### src/rtl/i2s_frame_controller.sv
`default_nettype none
// ============================================================================
//  Module      : i2s_frame_controller
//  Description : Master-side I2S sequencer. Divides clk into bck/lrck, holds
//                one stereo pair from a valid/ready source and swaps it into
//                datl/datr once per frame, flagging and counting underruns.
//  Revision    : 1.0  initial release
// ============================================================================
module i2s_frame_controller #(
  parameter int CLK_DIV          = 2,
  parameter int WIDTH            = 16,
  parameter int MUTE_ON_UNDERRUN = 1
) (
  input  logic             clk,
  input  logic             reset,
  input  logic             en,
  input  logic             in_valid,
  output logic             in_ready,
  input  logic [WIDTH-1:0] in_left,
  input  logic [WIDTH-1:0] in_right,
  output logic             bck,
  output logic             lrck,
  output logic [WIDTH-1:0] datl,
  output logic [WIDTH-1:0] datr,
  output logic             frame_start,
  output logic             underrun,
  output logic [7:0]       underrun_cnt
);

  localparam int c_DIV_W = (CLK_DIV > 1) ? $clog2(CLK_DIV) : 1;
  localparam int c_BIT_W = $clog2(2 * WIDTH);
  localparam logic [c_DIV_W-1:0] c_DIV_MAX  = c_DIV_W'(CLK_DIV - 1);
  localparam logic [c_BIT_W-1:0] c_BIT_LAST = c_BIT_W'(2 * WIDTH - 1);
  localparam logic [c_BIT_W-1:0] c_HALF     = c_BIT_W'(WIDTH);

  typedef enum logic [0:0] {
    S_IDLE = 1'b0,
    S_RUN  = 1'b1
  } state_t;

  state_t             state_q;
  logic [c_DIV_W-1:0] div_cnt_q;
  logic [c_BIT_W-1:0] bit_cnt_q;
  logic               bck_q;
  logic               lrck_q;
  logic [WIDTH-1:0]   datl_q;
  logic [WIDTH-1:0]   datr_q;
  logic [WIDTH-1:0]   buf_l_q;
  logic [WIDTH-1:0]   buf_r_q;
  logic               buf_empty_q;
  logic               frame_start_q;
  logic               underrun_q;
  logic [7:0]         underrun_cnt_q;

  logic               w_accept;
  logic [c_BIT_W-1:0] w_bit_next;

  // Handshake qualifier and the bit counter value after the next bck fall
  assign w_accept   = in_valid & buf_empty_q;
  assign w_bit_next = (bit_cnt_q == c_BIT_LAST) ? '0 : bit_cnt_q + 1'b1;

  // Clock division, frame sequencing, buffer handshake and load point
  always_ff @(posedge clk) begin
    if (reset) begin
      state_q        <= S_IDLE;
      div_cnt_q      <= '0;
      bit_cnt_q      <= '0;
      bck_q          <= 1'b0;
      lrck_q         <= 1'b0;
      datl_q         <= '0;
      datr_q         <= '0;
      buf_l_q        <= '0;
      buf_r_q        <= '0;
      buf_empty_q    <= 1'b1;
      frame_start_q  <= 1'b0;
      underrun_q     <= 1'b0;
      underrun_cnt_q <= '0;
    end else begin
      frame_start_q <= 1'b0;
      underrun_q    <= 1'b0;

      // An accept while empty is independent of the load point: a pair
      // arriving on the load clk still lands in the buffer for next frame.
      if (w_accept) begin
        buf_l_q     <= in_left;
        buf_r_q     <= in_right;
        buf_empty_q <= 1'b0;
      end

      case (state_q)
        S_IDLE: begin
          bck_q     <= 1'b0;
          lrck_q    <= 1'b0;
          div_cnt_q <= '0;
          bit_cnt_q <= '0;
          if (en) begin
            state_q <= S_RUN;
          end
        end
        S_RUN: begin
          if (!en) begin
            state_q   <= S_IDLE;
            bck_q     <= 1'b0;
            lrck_q    <= 1'b0;
            div_cnt_q <= '0;
            bit_cnt_q <= '0;
          end else if (div_cnt_q == c_DIV_MAX) begin
            div_cnt_q <= '0;
            bck_q     <= ~bck_q;
            if (!bck_q) begin
              // bck rising: the last bit's rise is the frame load point
              if (bit_cnt_q == c_BIT_LAST) begin
                frame_start_q <= 1'b1;
                if (!buf_empty_q) begin
                  datl_q      <= buf_l_q;
                  datr_q      <= buf_r_q;
                  buf_empty_q <= 1'b1;
                end else begin
                  underrun_q <= 1'b1;
                  if (underrun_cnt_q != 8'hFF) begin
                    underrun_cnt_q <= underrun_cnt_q + 8'd1;
                  end
                  if (MUTE_ON_UNDERRUN != 0) begin
                    datl_q <= '0;
                    datr_q <= '0;
                  end
                end
              end
            end else begin
              // bck falling: advance bit position, word select follows
              bit_cnt_q <= w_bit_next;
              lrck_q    <= (w_bit_next >= c_HALF);
            end
          end else begin
            div_cnt_q <= div_cnt_q + 1'b1;
          end
        end
      endcase
    end
  end

  assign in_ready     = buf_empty_q;
  assign bck          = bck_q;
  assign lrck         = lrck_q;
  assign datl         = datl_q;
  assign datr         = datr_q;
  assign frame_start  = frame_start_q;
  assign underrun     = underrun_q;
  assign underrun_cnt = underrun_cnt_q;

endmodule
`default_nettype wire

### config.mk
export PLATFORM = sky130hd
export DESIGN_NAME = i2s_frame_controller
export DESIGN_NICKNAME = d
export VERILOG_FILES = /design/src/rtl/i2s_frame_controller.sv
export SDC_FILE = /design/constraint.sdc
export NUM_CORES = 1
export LEC_CHECK = 0
export ABC_CLOCK_PERIOD_IN_PS = 2800
export CAP_MARGIN = 15
export CORE_MARGIN = 2
export CORE_UTILIZATION = 47
export DETAILED_ROUTE_END_ITERATION = 16
export HOLD_SLACK_MARGIN = 0.1
export PLACE_DENSITY_LB_ADDON = 0.08
export SLEW_MARGIN = 20
export SYNTH_ARGS = -nofsm -noshare
export SYNTH_HDL_FRONTEND = slang
export SYNTH_SLANG_ARGS = --single-unit
### constraint.sdc
create_clock -name clk -period 2.8 [get_ports clk]
set_clock_uncertainty 0.2 [all_clocks]
set_input_delay 0.56 -clock clk [delete_from_list [all_inputs] [get_ports clk]]
set_output_delay 0.56 -clock clk [all_outputs]
set_load 0.05 [all_outputs]
**After elaboration in Yosys (flattened, before gate mapping)**

Index checks and enable logic that the tools add are counted.

- Add/sub/neg operators: 3
- $lt $le $gt $ge: 1
- Eq/ne operators: 4
- Multiplexer cells: 27
- Bitwise operators: 6
- Reductions and logical operators: 5

Operators with widths:

| kind | number |
|---|---|
| 16-bit 2-to-1 mux | 2 |
| 5-bit 2-to-1 mux | 4 |
| 1-bit 2-to-1 mux | 17 |
| 5-bit case mux with 2 select lines | 1 |
| 8-bit by 1-bit adder with 8-bit output, second input constant | 1 |
| 8-bit != test, second input constant | 1 |
| 7-bit AND reduction | 1 |
| 3-bit by 2-bit != test with 1-bit output, second input constant | 2 |
| 1-bit case mux with 2 select lines | 3 |
| 6-bit OR reduction | 1 |
| 5-bit by 1-bit adder with 5-bit output, second input constant | 1 |
| 5-bit equality test, second input constant | 1 |
| 5-bit >= comparator, second input constant | 1 |
| 1-bit inverter | 5 |
| 5-bit AND reduction | 1 |
| 5-bit OR reduction | 1 |
| 2-bit AND reduction | 1 |
| 1-bit adder, second input constant | 1 |
| 1-bit bitwise AND | 1 |

- Register bits: 84
- Input port bits: 36
- Output and inout bits: 45

**Logic depth before layout (Yosys ltp)**

Gate-level depths: netlist (run 1).

- Depth in word-level cells: 8
- Gate-level depth with buffers: 8
- Gate-level depth less buffers: 7

**Worst setup path after synthesis (run 1)**

No wires, ideal clock.

- Path type: flip-flop to flip-flop
- Start: register bit_cnt_q[4]
- End: register underrun_cnt_q[4], in the netlist underrun_cnt[4]
- Setup time: 0.070 ns
- Data arrival time: 1.825 ns
- Setup slack: 0.704 ns
- Cell stages (with the launch flop): 7
- Path buffers: 1
- Clock period less this slack: 2.096 ns
- Cells stage by stage: dfxtp_1 > ha_1 > and3b_1 > o211ai_2 > buf_6 > or3_1 > a21oi_1

- Cells in the longest elaborated chain, start to end: 2

Ends and longest elaborated chain:

| what | line | RTL |
|---|---|---|
| start, declared | 43 | `logic [c_BIT_W-1:0] bit_cnt_q;` |
| start signal, assigned | 131 | `bit_cnt_q <= w_bit_next;` |
| 5-bit equality test | 112 | `if (bit_cnt_q == c_BIT_LAST) begin` |
| 7-bit AND reduction (no source line) | -- |  |
| end signal, assigned | 121 | `underrun_cnt_q <= underrun_cnt_q + 8'd1;` |
| end, declared | 53 | `logic [7:0] underrun_cnt_q;` |

No other way between the ends.
A chain may end at the register's enable or synchronous reset.

**Worst setup path after layout (run 1)**

- Start: register buf_empty_q, in the netlist in_ready
- End: output in_ready

RTL lines:

| what | line | RTL |
|---|---|---|
| start, declared | 50 | `logic buf_empty_q;` |
| start signal, assigned | 74 | `buf_empty_q <= 1'b1;` |
| start signal, assigned | 87 | `buf_empty_q <= 1'b0;` |
| start signal, assigned | 117 | `buf_empty_q <= 1'b1;` |
| end, declared | 18 | `output logic in_ready,` |

No word-level cell between the ends.

==> metrics.md, run 1 <==
| Metric | Value |
|---|---|
| Outcome | finished, final reports clean |
| First-pass GRT wire length | 9853 um |
| Syn nets | 342 |
| Vias in the first global route | 2222 |
| Final Cell Area | 3904 um2 |
| Library cells used by synthesis | 32 |
| Postcts setup bufs | 0 |
| CP endpoint kind | primary output |
| Worst-case clock buffer depth | 2 |
| Largest net degree at the start of global routing | 44 |
| Flop2flop setup slack | 0.41 ns |
| Routed Antenna Nets | 0 |
| Core outline area | 5921 um2 |
| Fin crit share | 87.70% |
| Mapped Cells | 303 |
| Setup violators final | 0 |
| Share of the synthesized area in the top cell type | 57.54% |
| Routed WL | 6020 um |
| Flop pwr share | 56.7% |
| Register area share after synthesis | 57.54% |
| Total grt overflow | 0 |
| H-tree Lvls | 3 |
| # diodes | 0 |
| Die Area | 6787 um2 |
| Cell Area, Placed | 3722 um2 |
| DP Wirelength | 3828 um |
| Fmax | 407.2 MHz |
| Worst setup SP type | flip-flop |
| Die Y | 82.39 um |
| Placement Setup Slack | 0.3402 ns |
| First-pass DRT Iterations | 4 |
| CTS tree | done |
| Worst VDD drop | 439.7 uV |
| Adder-Cell Fraction of Synth Area | 1.300% |
| Xor-xnor portion of the synthesized cell area | 0.9099% |
| Worst reg-to-reg path cell count | 7 |
| Wire per inst | 13.20 um |
| Largest family of logic cells by synthesized area | compound AO/OA/AOI/OAI gates |
| Top post-synthesis cells by area | dfxtp_1 (58%), a22o_1 (9.7%), nand2_1 (9.2%) |
| Post-CTS Resized | 0 |
| Root Buffer | clkbuf_8 |
| DR vias | 2355 |
| Setup ws final | 0.3443 ns |
| Total power | 2.161 mW |
| Crit-path leading delay family | buffers and inverters |
| Slew Limit Fails | 0 |
| Area of the mapped netlist | 2888 um2 |
| Setup CP Type | flip-flop to primary output |
| Post-synthesis async set-or-reset flop share | 0% |
| FF+latch count, synth | 83 |
| Mux cell area share after synthesis | 0.3466% |
| Setup_tns | 0 ns |
| Number of buffers added on ports | 80 |
| Clk network pwr share | 36.8% |
| Clock period minus final worst setup slack | 2.456 ns |
| RSZ-0062 raised after global routing | false |
| CTS buffer count | 9 |
| Initial Utilization | 48.77% |
| Layout Nets | 416 |
| Most used DFF post-synth | dfxtp_1 |
| Initial antenna violation count | 0 |
| Static leakage | 1.460 nW |
| Multi-input combinational cell area | 1125 um2 |
| Area delta synth->final | 35.18% |
| Starting DRT DRC Count | 107 |
| Most frequent cells in the layout | dfxtp_1 (83), clkdlybuf4s50_1 (79), nand2_1 (71) |
| Most common cell after layout, fill and taps aside | dfxtp_1 |
| CP max stage delay | 0.86 ns |
| WP data arrival | 1.70 ns |
| Gr usage total | 19.12% |
| Clock-pin slew on the worst setup and hold paths | 0.08 ns |
| WHS Endpoint | buf_r_q[1]$_SDFFE_PP0P_ |
| Sw power | 483.0 uW |
| DP Cell Count | 441 |
| PwrDens | 553.6 nW/um2 |
| CP max FO | 7 |
| Hold bufs inserted after CTS | 0 |
| Sw Share | 22.35% |
| Non-filler cells in the finished layout | 456 |
| Final GP Congestion | 0.7412 |
| Worst r2r dst | underrun_cnt[5]$_SDFFE_PP0P_ |
| Chip Width | 82.39 um |
| Average via count per standard cell | 5.164 |
| Share of layout cells above drive strength 1 | 6.824% |
| Crit path buf inv count | 1 |
| Synth Area in Compound Gates | 19.58% |
| Max-cap violations | 0 |
| Synth warnings | 0 |
| # fillers | 504 |
| Measured slew at the worst slew-check pin | 0.6121 ns |
| Comb power frac | 6.5% |
| Crit path cell chain | clkdlybuf4s50_1 |
| Number of synthesized flops with an enable pin | 0 |
| Hold Crit Depth | 2 |
| Data required, critical path | 2.04 ns |
| DRC errors left | 0 |
| Hold path start | buf_r_q[1]$_SDFFE_PP0P_ |
| Synth Area in Simple Gates | 16.72% |
| Boundary pin count | 81 |
| Seq. cell area | 1662 um2 |
| Relative slew margins | 59.19% |
| Clock tree sinks | 83 |
| Fin. Hold Viols | 0 |
| Int Pwr | 1.678 mW |
| Critical R2R Launch | bit_cnt_q[0]$_SDFFE_PP0P_ |
| Hold Crit Class | flip-flop to flip-flop |
| CP max-delay cell | clkdlybuf4s50_1 |
| Largest area contributor in the netlist | dfxtp_1 |
| Std-Cell Rows | 28 |
| Mapped Avg Cell Area | 9.531 um2 |
| Worst skew pair latency | 0.34 ns |
-- registers in the layout, indices dropped and copies added (netlist names), 5 cells and up --
register,cells
bit_cnt_q,5
buf_l_q,16
buf_r_q,16
datl,16
datr,16
underrun_cnt,8
-- logic make-up after synthesis --
logic type | count (synthesis)
muxes | 1
xor gates and xnor gates | 3
and+or+nand+nor | 106
DFF | 83
adders and majority gates | 3
AOI/OAI and AO/OA | 85
buffers and inverters | 22
-- layer usage --
metal / GRT usage [%] / wire, um / up-vias / share of wire [%]
met4: 8.333 / 71 / 0 / 1.2
met5: 0 / 0 / - / 0
li1: - / - / 1195 / -
met1: 22.38 / 2650 / 1096 / 44
met2: 31.94 / 2979 / 56 / 49
met3: 6.196 / 319 / 8 / 5.3
-- worst register-to-register path, cell delays in order (launching register included) --
cell and delay [ns]:
dfxtp_1 0.38, ha_1 0.20, and3_1 0.17, ha_1 0.26, and3b_1 0.22, o211ai_2 0.23
or4_1 0.53, a21oi_1 0.14
-- synthesized netlist by cell type (2+ instances only) --
master and instances:
a21oi_1 42, a22o_1 32, and2_2 2, and3_1 2, buf_2 11, clkbuf_1 9
dfxtp_1 83, ha_1 3, nand2_1 71, nand3_1 7, nor2_1 9, o21ai_0 5
o31ai_1 3, or3_1 3, or4_1 3, xnor2_1 2
-- how the worst max path moves through the flow --
| stage | from | to | slack [ns] | depth (start not counted) |
|---|---|---|---|---|
| final | in_ready$_SDFF_PP1_ | in_ready | 0.34 | 1 |
| after detailed placement | en | underrun_cnt[5]$_SDFFE_PP0P_ | 0.34 | 5 |
| after global routing | bit_cnt_q[0]$_SDFFE_PP0P_ | underrun_cnt[5]$_SDFFE_PP0P_ | 0.23 | 7 |
| after CTS | in_ready$_SDFF_PP1_ | in_ready | 0.32 | 1 |
| after global placement | en | underrun_cnt[7]$_SDFFE_PP0P_ | 0.38 | 5 |
| after floorplan | bit_cnt_q[4]$_SDFFE_PP0P_ | underrun_cnt[4]$_SDFFE_PP0P_ | 0.70 | 6 |
-- layout make-up --
| type | instances | area share [%] |
|---|---|---|
| repair buffers | 84 | 21.47 |
| inverters | 1 | 0.09615 |
| clock buffers | 9 | 3.173 |
| multi-input cells | 198 | 28.81 |
| well taps | 75 | 2.404 |
| clock inverters | 6 | 1.474 |
| flip-flops and latches | 83 | 42.56 |
-- power by group through the flow --
stage | clock (mW) | sequential (mW) | combinational, mW
3_5_place_dp | 0 | 1.25 | 0.142
4_1_cts | 0.823 | 1.23 | 0.142
6_report | 0.795 | 1.23 | 0.140
2_1_floorplan | 0 | 1.25 | 0.0703
5_1_grt | 0.880 | 1.23 | 0.155
3_3_place_gp | 0 | 1.25 | 0.140
-- stage by stage --
step / hold slack [ns] / util (%)
2_1_floorplan: 0.2360 / -
3_3_place_gp: 0.2411 / 62.87
3_5_place_dp: 0.2464 / 62.87
4_1_cts: 0.2570 / 65.93
5_1_grt: 0.2717 / 65.93
6_report: 0.2552 / 65.93
(Power assumes the default switching activity.)
==> run 2, diff against run 1 <==
--- a/config.mk
+++ b/config.mk
@@ -9,9 +9,11 @@
 export CAP_MARGIN = 15
 export CORE_MARGIN = 2
 export CORE_UTILIZATION = 47
+export CTS_CLUSTER_SIZE = 28
 export DETAILED_ROUTE_END_ITERATION = 16
 export HOLD_SLACK_MARGIN = 0.1
 export PLACE_DENSITY_LB_ADDON = 0.08
+export REMOVE_ABC_BUFFERS = 1
 export SLEW_MARGIN = 20
 export SYNTH_ARGS = -nofsm -noshare
 export SYNTH_HDL_FRONTEND = slang
==> metrics.md, run 2 (synthesized netlist as in run 1, its figures left out) <==
| Metric | Value |
|---|---|
| Sw power | 515.6 uW |
| Routed WL | 6266 um |
| Boundary pin count | 81 |
| First-pass DRT Iterations | 4 |
| DR vias | 2429 |
| H-tree Lvls | 3 |
| RSZ-0062 raised after global routing | false |
| # diodes | 0 |
| Routed Antenna Nets | 0 |
| Clock period minus final worst setup slack | 2.441 ns |
| Crit path buf inv count | 1 |
| CP endpoint kind | primary output |
| Root Buffer | clkbuf_8 |
| Fin crit share | 87.18% |
| Number of buffers added on ports | 80 |
| Chip Width | 82.39 um |
| Seq. cell area | 1662 um2 |
| Die Y | 82.39 um |
| Initial antenna violation count | 0 |
| Relative slew margins | 64.15% |
| Gr usage total | 20.27% |
| Vias in the first global route | 2311 |
| Clock tree sinks | 83 |
| Hold WS | 0.2553 ns |
| Area delta synth->final | 37.30% |
| Wire per inst | 13.68 um |
| Clock-pin slew on the worst setup and hold paths | 0.08 ns |
| Setup_tns | 0 ns |
| Flop2flop setup slack | 0.43 ns |
| Fmax | 409.7 MHz |
| DRC errors left | 0 |
| Share of layout cells above drive strength 1 | 7.311% |
| Average via count per standard cell | 5.303 |
| Largest net degree at the start of global routing | 44 |
| Layout Nets | 417 |
| Multi-input combinational cell area | 1125 um2 |
| Worst skew pair latency | 0.34 ns |
| Most common cell after layout, fill and taps aside | dfxtp_1 |
| Clk network pwr share | 41.7% |
| First-pass GRT wire length | 10490 um |
| Crit path cell chain | clkdlybuf4s50_1 |
| DP Wirelength | 3894 um |
| CP max stage delay | 0.86 ns |
| PwrDens | 592.3 nW/um2 |
| Static leakage | 1.482 nW |
| Comb power frac | 6.1% |
| Std-Cell Rows | 28 |
| CTS tree | done |
| Slew Limit Fails | 0 |
| Flop pwr share | 52.2% |
| Data required, critical path | 2.04 ns |
| Post-CTS Resized | 0 |
| Int Pwr | 1.833 mW |
| CP max-delay cell | clkdlybuf4s50_1 |
| Fin. Hold Viols | 0 |
| Postcts setup bufs | 0 |
| CTS buffer count | 9 |
| Setup CP Type | flip-flop to primary output |
| Crit-path leading delay family | buffers and inverters |
| # fillers | 504 |
| Worst VDD drop | 319.7 uV |
| Most frequent cells in the layout | dfxtp_1 (83), clkdlybuf4s50_1 (79), nand2_1 (71) |
| Worst-case clock buffer depth | 2 |
| CP max FO | 8 |
| Final GP Congestion | 0.7853 |
| Worst setup SP type | flip-flop |
| WP data arrival | 1.68 ns |
| Hold Crit Class | flip-flop to flip-flop |
| Max-cap violations | 0 |
| Measured slew at the worst slew-check pin | 0.5360 ns |
| Outcome | finished, final reports clean |
| Total grt overflow | 0 |
| Starting DRT DRC Count | 123 |
| Core outline area | 5921 um2 |
| Hold bufs inserted after CTS | 0 |
| Die Area | 6787 um2 |
| Setup violators final | 0 |
| Initial Utilization | 48.77% |
| Sw Share | 21.96% |
==> run 2: cell count changes in the layout (fill, tap and decap cells not counted) <==
cell | before | now
clkinv_2 | 4 | 0
clkbuf_8 | 9 | 11
buf_4 | 3 | 4
bufinv_16 | 1 | 2
clkinvlp_4 | 1 | 2
inv_6 | 0 | 1
==> run 2: through the flow <==
step / utilization (%) / instances / setup WS (ns) / instance area [um2] / total power [mW]
5_1_grt: 66.97 / 458 / 0.1964 / 3965 / 2.437
4_1_cts: 66.97 / 458 / 0.3346 / 3965 / 2.367
3_3_place_gp: 63.00 / 442 / 0.3869 / 3730 / 1.396
3_5_place_dp: 63.00 / 442 / 0.3659 / 3730 / 1.399
2_1_floorplan: - / 282 / 0.08286 / 2788 / 1.309
6_report: 66.97 / 458 / 0.3589 / 3965 / 2.349
==> run 2: worst register-to-register path: cells and delay by family, from the launching register on <==
family,cells,cell delay (ns)
AO/OA/AOI/OAI,2,0.36
adder cells (fa/ha/maj),2,0.45
flip-flops,1,0.38
AND/OR/NAND/NOR,3,0.91
==> run 2: per-layer routing <==
layer  global-route usage [%]  routed length (um)  vias to the layer above
met5                        0                   0                        -
met4                    8.500                 108                        0
met3                    5.000                 361                       10
met2                    34.19                2918                       57
met1                    24.60                2878                     1161
li1                         -                   -                     1201
==> run 2: path summary, 6_finish.rpt <==
check | endpoint | startpoint | depth (start not counted)
max reg2reg | underrun_cnt[5]$_SDFFE_PP0P_ | bit_cnt_q[0]$_SDFFE_PP0P_ | 7
max | bck | bck$_SDFFE_PP0P_ | 1
min | buf_l_q[0]$_SDFFE_PP0P_ | buf_l_q[0]$_SDFFE_PP0P_ | 2
min reg2reg | buf_l_q[0]$_SDFFE_PP0P_ | buf_l_q[0]$_SDFFE_PP0P_ | 2
==> run 2: power by group through the flow <==
stage | registers [mW] | logic [mW] | clock network [mW]
floorplan | 1.25 | 0.0544 | 0
global placement | 1.25 | 0.143 | 0
detailed placement | 1.25 | 0.145 | 0
finish | 1.23 | 0.143 | 0.980
CTS | 1.23 | 0.146 | 0.995
global route | 1.23 | 0.159 | 1.05
==> run 2: area by class of cell <==
class	instances	share of cell area (%)
multi-input cells	198	28.37
flip-flops and latches	83	41.91
clock buffers	11	3.818
inverters	1	0.09467
well taps	75	2.367
repair buffers	85	21.33
clock inverters	5	2.114
